--- src/rtl/rr_pkg.sv ---
// ============================================================================
// Module   : rr_pkg
// Purpose  : Shared types and constants for the rr_encoder return path.
// Revision : 1.0
// ============================================================================
`default_nettype none

package rr_pkg;

    localparam int NUM_REQ = 8;

    typedef logic [2:0] idx_t;

    typedef enum logic [0:0] {
        IDLE = 1'b0,
        HOLD = 1'b1
    } state_t;

endpackage

`default_nettype wire

--- src/rtl/rr_encoder_pick.sv ---
// ============================================================================
// Module   : rr_pick
// Purpose  : Combinational cyclic priority search starting at a pointer.
// Revision : 1.0
// ============================================================================
`default_nettype none

module rr_pick
    import rr_pkg::*;
(
    input  logic [NUM_REQ-1:0] req,
    input  idx_t               start,
    input  logic [NUM_REQ-1:0] mask,
    output logic               found,
    output idx_t               idx
);

    logic [NUM_REQ-1:0] w_elig;

    assign w_elig = req & ~mask;

    // First eligible line at or after start, wrapping through 7 back to 0.
    always_comb begin
        idx_t v_pos;
        found = 1'b0;
        idx   = '0;
        v_pos = '0;
        for (int k = 0; k < NUM_REQ; k++) begin
            v_pos = start + idx_t'(k);
            if (!found && w_elig[v_pos]) begin
                found = 1'b1;
                idx   = v_pos;
            end
        end
    end

endmodule

`default_nettype wire

--- src/rtl/rr_encoder.sv ---
// ============================================================================
// Module   : rr_encoder
// Purpose  : 8-to-3 request encoder with round-robin/fixed arbitration,
//            ready/valid handoff and one-hot grant return.
// Revision : 1.0
// ============================================================================
`default_nettype none

module rr_encoder
    import rr_pkg::*;
#(
    parameter int FIXED_PRIO = 0,
    parameter int PTR_INIT   = 0
) (
    input  logic clk,
    input  logic rst,
    input  logic d0,
    input  logic d1,
    input  logic d2,
    input  logic d3,
    input  logic d4,
    input  logic d5,
    input  logic d6,
    input  logic d7,
    input  logic ready,
    output logic a,
    output logic b,
    output logic c,
    output logic e,
    output logic g0,
    output logic g1,
    output logic g2,
    output logic g3,
    output logic g4,
    output logic g5,
    output logic g6,
    output logic g7
);

    localparam idx_t c_ptr_init = idx_t'(PTR_INIT);
    localparam bit   c_fixed    = (FIXED_PRIO != 0);

    state_t             r_state;
    idx_t               r_idx;
    idx_t               r_ptr;

    logic [NUM_REQ-1:0] w_req;
    logic               w_xfer;
    idx_t               w_next_ptr;
    idx_t               w_start;
    logic [NUM_REQ-1:0] w_mask;
    logic               w_found;
    idx_t               w_pick;
    logic [NUM_REQ-1:0] w_grant;

    assign w_req      = {d7, d6, d5, d4, d3, d2, d1, d0};
    assign w_xfer     = (r_state == HOLD) && ready;
    assign w_next_ptr = r_idx + 3'd1;

    // On a transfer the search already uses the post-transfer pointer and
    // skips the line just served, so a slow-dropping requester is not re-won.
    assign w_start = c_fixed ? idx_t'(0) : (w_xfer ? w_next_ptr : r_ptr);
    assign w_mask  = w_xfer ? (NUM_REQ'(1) << r_idx) : '0;

    rr_pick u_pick (
        .req   (w_req),
        .start (w_start),
        .mask  (w_mask),
        .found (w_found),
        .idx   (w_pick)
    );

    always_ff @(posedge clk) begin
        if (rst) begin
            r_state <= IDLE;
            r_idx   <= '0;
            r_ptr   <= c_ptr_init;
        end else if (r_state == IDLE) begin
            if (w_found) begin
                r_idx   <= w_pick;
                r_state <= HOLD;
            end
        end else if (ready) begin
            if (!c_fixed) begin
                r_ptr <= w_next_ptr;
            end
            if (w_found) begin
                r_idx <= w_pick;
            end else begin
                r_state <= IDLE;
            end
        end
    end

    assign e       = (r_state == HOLD);
    assign a       = r_idx[2];
    assign b       = r_idx[1];
    assign c       = r_idx[0];
    assign w_grant = e ? (NUM_REQ'(1) << r_idx) : '0;
    assign {g7, g6, g5, g4, g3, g2, g1, g0} = w_grant;

endmodule

`default_nettype wire

--- config.mk ---
export PLATFORM = sky130hd
export DESIGN_NAME = rr_encoder
export DESIGN_NICKNAME = d
export VERILOG_FILES = /design/src/rtl/rr_pkg.sv /design/src/rtl/rr_encoder_pick.sv /design/src/rtl/rr_encoder.sv
export SDC_FILE = /design/constraint.sdc
export NUM_CORES = 1
export LEC_CHECK = 0
export CAP_MARGIN = 20
export CORE_UTILIZATION = 40
export CTS_BUF_LIST = sky130_fd_sc_hd__clkbuf_4 sky130_fd_sc_hd__clkbuf_8
export CTS_CLUSTER_SIZE = 28
export DETAILED_ROUTE_END_ITERATION = 6
export PLACE_DENSITY = 0.74
export REMOVE_ABC_BUFFERS = 1
export SYNTH_ARGS = -nofsm -noshare
export SYNTH_HDL_FRONTEND = slang
export SYNTH_SLANG_ARGS = --single-unit
--- constraint.sdc ---
create_clock -name clk -period 4.54 [get_ports clk]
set_input_delay 0.454 -clock clk [delete_from_list [all_inputs] [get_ports clk]]
set_output_delay 0.454 -clock clk [all_outputs]
set_load 0.02 [all_outputs]
==> metrics.md <==
| Metric | Value |
|---|---|
| DR WL met3 | `299 µm` |
| Rel. slew slack | `68.0%` |
| DP HPWL | `3940 µm` |
| Postcts setup bufs | `0` |
| Die H | `68.3 µm` |
| Int Pwr | `0.445 mW` |
| Die W | `68.3 µm` |
| Placed Cells | `280` |
| Util after Layout | `48.8%` |
| Max incr delay on CP | `500 ps` |
| Min Hold Slack | `583 ps` |
| R2r worst-path depth | `12` |
| Longest Clk Path Bufs | `2` |
| Hold endpoint | `r_idx[0]$_SDFFE_PP0P_` |
| Fin Clk Skew | `3.21 ps` |
| RSZ-0062 raised after global routing | `false` |
| # rows | `23` |
| Pin count of the biggest net entering global routing | `30` |
| Worst flop-to-flop path startpoint | `r_idx[0]$_SDFFE_PP0P_` |
| Power per standard cell area | `453 mW/mm²` |
| Primary FF master, synth | `dfxtp_1` |
| Post-synth EDFFs | `0` |
| Post-DRT Antenna Nets | `0` |
| Drt via density | `6.70` |
| Ys Warns | `0` |
| P_leak | `0.724 nW` |
| DR iter-0 viols | `192` |
| Hold Crit Start | `r_idx[0]$_SDFFE_PP0P_` |
| Seq cells post-synth | `7` |
| Critical Path Fanout Max | `14` |
| Number of gates resized after CTS | `0` |
| # IOs | `23` |
| Post-synthesis cell area | `0.00176 mm²` |
| Sw Pwr | `0.464 mW` |
| Max-Cap Viols | `0` |
| R2R setup slack | `520 ps` |
| Post-CTS Hold Fix Bufs | `0` |
| Total Wirelength | `5020 µm` |
| Vias post-DR | `1902` |
| Max frequency | `248 MHz` |
| Slew Limit Fails | `0` |
| Top sig layer | `met4` |
| Synthesized instance count | `217` |
| Die area | `0.00467 mm²` |
| Most common cell on crit path | `mux4_2` |
| Sum Neg Setup Slack | `0 ps` |
| Total CTS buffers | `3` |
| Wl on met1 | `2270 µm` |
| CP top delay family | `simple AND/OR/NAND/NOR gates` |
| DRC | `0` |
| Final Setup Violations | `0` |
| Gpl congestion | `0.932` |
| Cell variety after synth | `62` |
| Buffers on Ports | `22` |
| Root buf cell | `clkbuf_8` |
| ANT cells | `0` |
| Core ar. | `0.00412 mm²` |
| Wire per inst | `17.7 µm` |
| Slowest CP cell | `clkdlybuf4s50_1` |
| Syn Area/Cell | `8.11 µm²` |
| GR Overflow Total | `0` |
| Final period utilization | `88.7%` |
| WP data arrival | `4150 ps` |
| Seq/Total Area, Yosys | `7.96%` |
| GRT Total Usage | `23.7%` |
| Vias in the first global route | `1700` |
| Initial DRT Pass Iterations | `5` |
| CP required | `4670 ps` |
| Proportion of layout cells with a drive suffix above 1 | `16.7%` |
| Tightest Pin Transition | `470 ps` |
| First-pass GRT wire length | `8390 µm` |
| Worst Hold Class | `register to register` |
| Antenna violations before repair | `0` |
| Startpoint types | `primary input` |
| Routed wl met2 | `2310 µm` |
| Sw frac | `51.0%` |
| Nets | `254` |
| Cell count of the worst hold path | `2` |
| Post-synth ARST share | `0%` |
| H-tree Lvls | `1` |
| Combinational power share | `79.9%` |
| Buffer and inverter count on the worst path | `1` |
| Starting Density | `42.8%` |
| Fin area | `0.00201 mm²` |
| Final non-filler cell total | `284` |
| Clock-pin slew on the worst setup and hold paths | `40 ps` |
| Area Overhead vs Synth | `14.1%` |
| Reg power frac | `10.1%` |
| CP Cell Sequence | `clkdlybuf4s50_1 -> and3b_4 -> nor2_4 -> ha_1 -> mux4_2 -> a21boi_0 -> mux4_2 -> or3b_4 -> o31a_1 -> nor3b_4 -> a2111oi_4` |
| Critical R2R Capture | `r_idx[1]$_SDFFE_PP0P_` |
| Final hold vios | `0` |
| CP Class | `primary input to register` |
| Clock network power share | `10.0%` |
| Max IR drop VDD | `354 µV` |
| Tmin final | `4030 ps` |
| Post-DP Area | `0.00196 mm²` |
| CP endpoint kind | `register` |
| Worst-Skew Late Latency | `220 ps` |
| Status | `complete, no violations` |
| Clock Sinks | `7` |
| TritonCTS clock tree | `yes` |
power groups by stage:
| stage | clock (mW) | combinational, mW | sequential (mW) |
|---|---|---|---|
| 2_1_floorplan | 0 | 0.503 | 0.105 |
| 3_3_place_gp | 0 | 0.713 | 0.0931 |
| 3_5_place_dp | 0 | 0.707 | 0.0930 |
| 4_1_cts | 0.0943 | 0.712 | 0.0922 |
| 5_1_grt | 0.0969 | 0.789 | 0.0938 |
| 6_report | 0.0908 | 0.727 | 0.0922 |
layer usage:
| metal | track usage, % | vias up |
|---|---|---|
| met5 | 0 | - |
| met1 | 33.2 | 886 |
| li1 | - | 901 |
| met2 | 36.9 | 105 |
| met3 | 1.83 | 10 |
| met4 | 10.4 | 0 |
final cells by class:
cell class                      count  area [µm²]
Fill cell                         394        2110
Multi-Input combinational cell    188        1470
Timing Repair Buffer               28         265
Sequential cell                     7         140
Tap cell                           50        62.6
Clock buffer                        4        48.8
Inverter                            7        27.5
worst max-delay path by stage:
stage | from | endpoint | cells after the start
global route | r_idx[0]$_SDFFE_PP0P_ | r_idx[1]$_SDFFE_PP0P_ | 12
global placement | ready | r_idx[1]$_SDFFE_PP0P_ | 11
detailed placement | ready | r_idx[1]$_SDFFE_PP0P_ | 11
finish | ready | r_idx[1]$_SDFFE_PP0P_ | 11
floorplan | e$_SDFF_PP0_ | r_idx[1]$_SDFFE_PP0P_ | 10
CTS | r_idx[0]$_SDFFE_PP0P_ | r_idx[1]$_SDFFE_PP0P_ | 12
worst reg2reg max path, delay by kind of cell (launching register included):
kind,cells,cell delay [ps]
DFF,1,450
and+or+nand+nor,4,1030
AOI/OAI and AO/OA,3,910
buffers and inverters,1,110
adders and majority gates,2,670
muxes,2,760
placed cells by master, fill, tap and decap left out, types with 3 or more instances in the layout:
cell / Yosys / routed
nand2b_1: 4 / 4
nand4_1: 13 / 13
and3_1: 4 / 4
o211ai_1: 12 / 12
nand2_1: 19 / 19
clkdlybuf4s50_1: 0 / 22
nor2_1: 6 / 6
inv_1: 6 / 6
mux2i_1: 4 / 4
a21oi_1: 9 / 9
a21boi_0: 3 / 3
clkbuf_8: 0 / 3
buf_4: 1 / 6
dfxtp_1: 7 / 7
mux4_2: 7 / 7
nand2_2: 3 / 3
mux2_2: 4 / 4
nand3_1: 8 / 8
o21ai_0: 16 / 16
ha_1: 8 / 8
o2111ai_1: 14 / 14
and2_1: 7 / 7
flip-flops by register name (all words and copies together) (netlist names):
name and count:
e 1, r_idx 3, r_ptr 3
cells by family (layout without fill, tap and decap cells):
logic type,after synthesis,in the layout,synth area share (%)
flip-flops,7,7,7.96
buffers and inverters,22,39,8.81
AND/OR/NAND/NOR,84,84,28.9
multiplexers,16,16,14.6
AO/OA/AOI/OAI,77,77,32.1
XOR/XNOR,3,3,1.92
adder cells (fa/ha/maj),8,8,5.69
through the flow:
step	setup WS (ps)	power, mW
finish	511	0.910
global placement	343	0.806
detailed placement	302	0.800
floorplan	390	0.608
CTS	516	0.899
global route	259	0.980
Yosys cell counts (2+ instances only):
library cell,count,area [µm²]
and4_1,2,17.5
nand2_2,3,18.8
clkbuf_1,3,11.3
o221ai_1,2,17.5
o21ai_0,16,80.1
o211ai_1,12,90.1
mux2i_1,4,40.0
nor2_1,6,22.5
mux2_2,4,45.0
nand3b_1,2,15.0
nand3_1,8,40.0
a21oi_1,9,45.0
o21ai_1,2,10.0
nand2b_1,4,25.0
and2_1,7,43.8
buf_6,7,78.8
nand4b_1,2,17.5
nor4b_1,2,17.5
a21o_1,2,15.0
nand2_1,19,71.3
a21boi_0,3,22.5
o2111ai_1,14,123
a211oi_1,2,15.0
inv_1,6,22.5
buf_2,3,15.0
nor3_1,2,10.0
and3_1,4,25.0
nand4_1,13,81.3
mux4_2,7,158
dfxtp_1,7,140
ha_1,8,100
o22ai_1,2,12.5
Power figures use the tool's default switching activity.
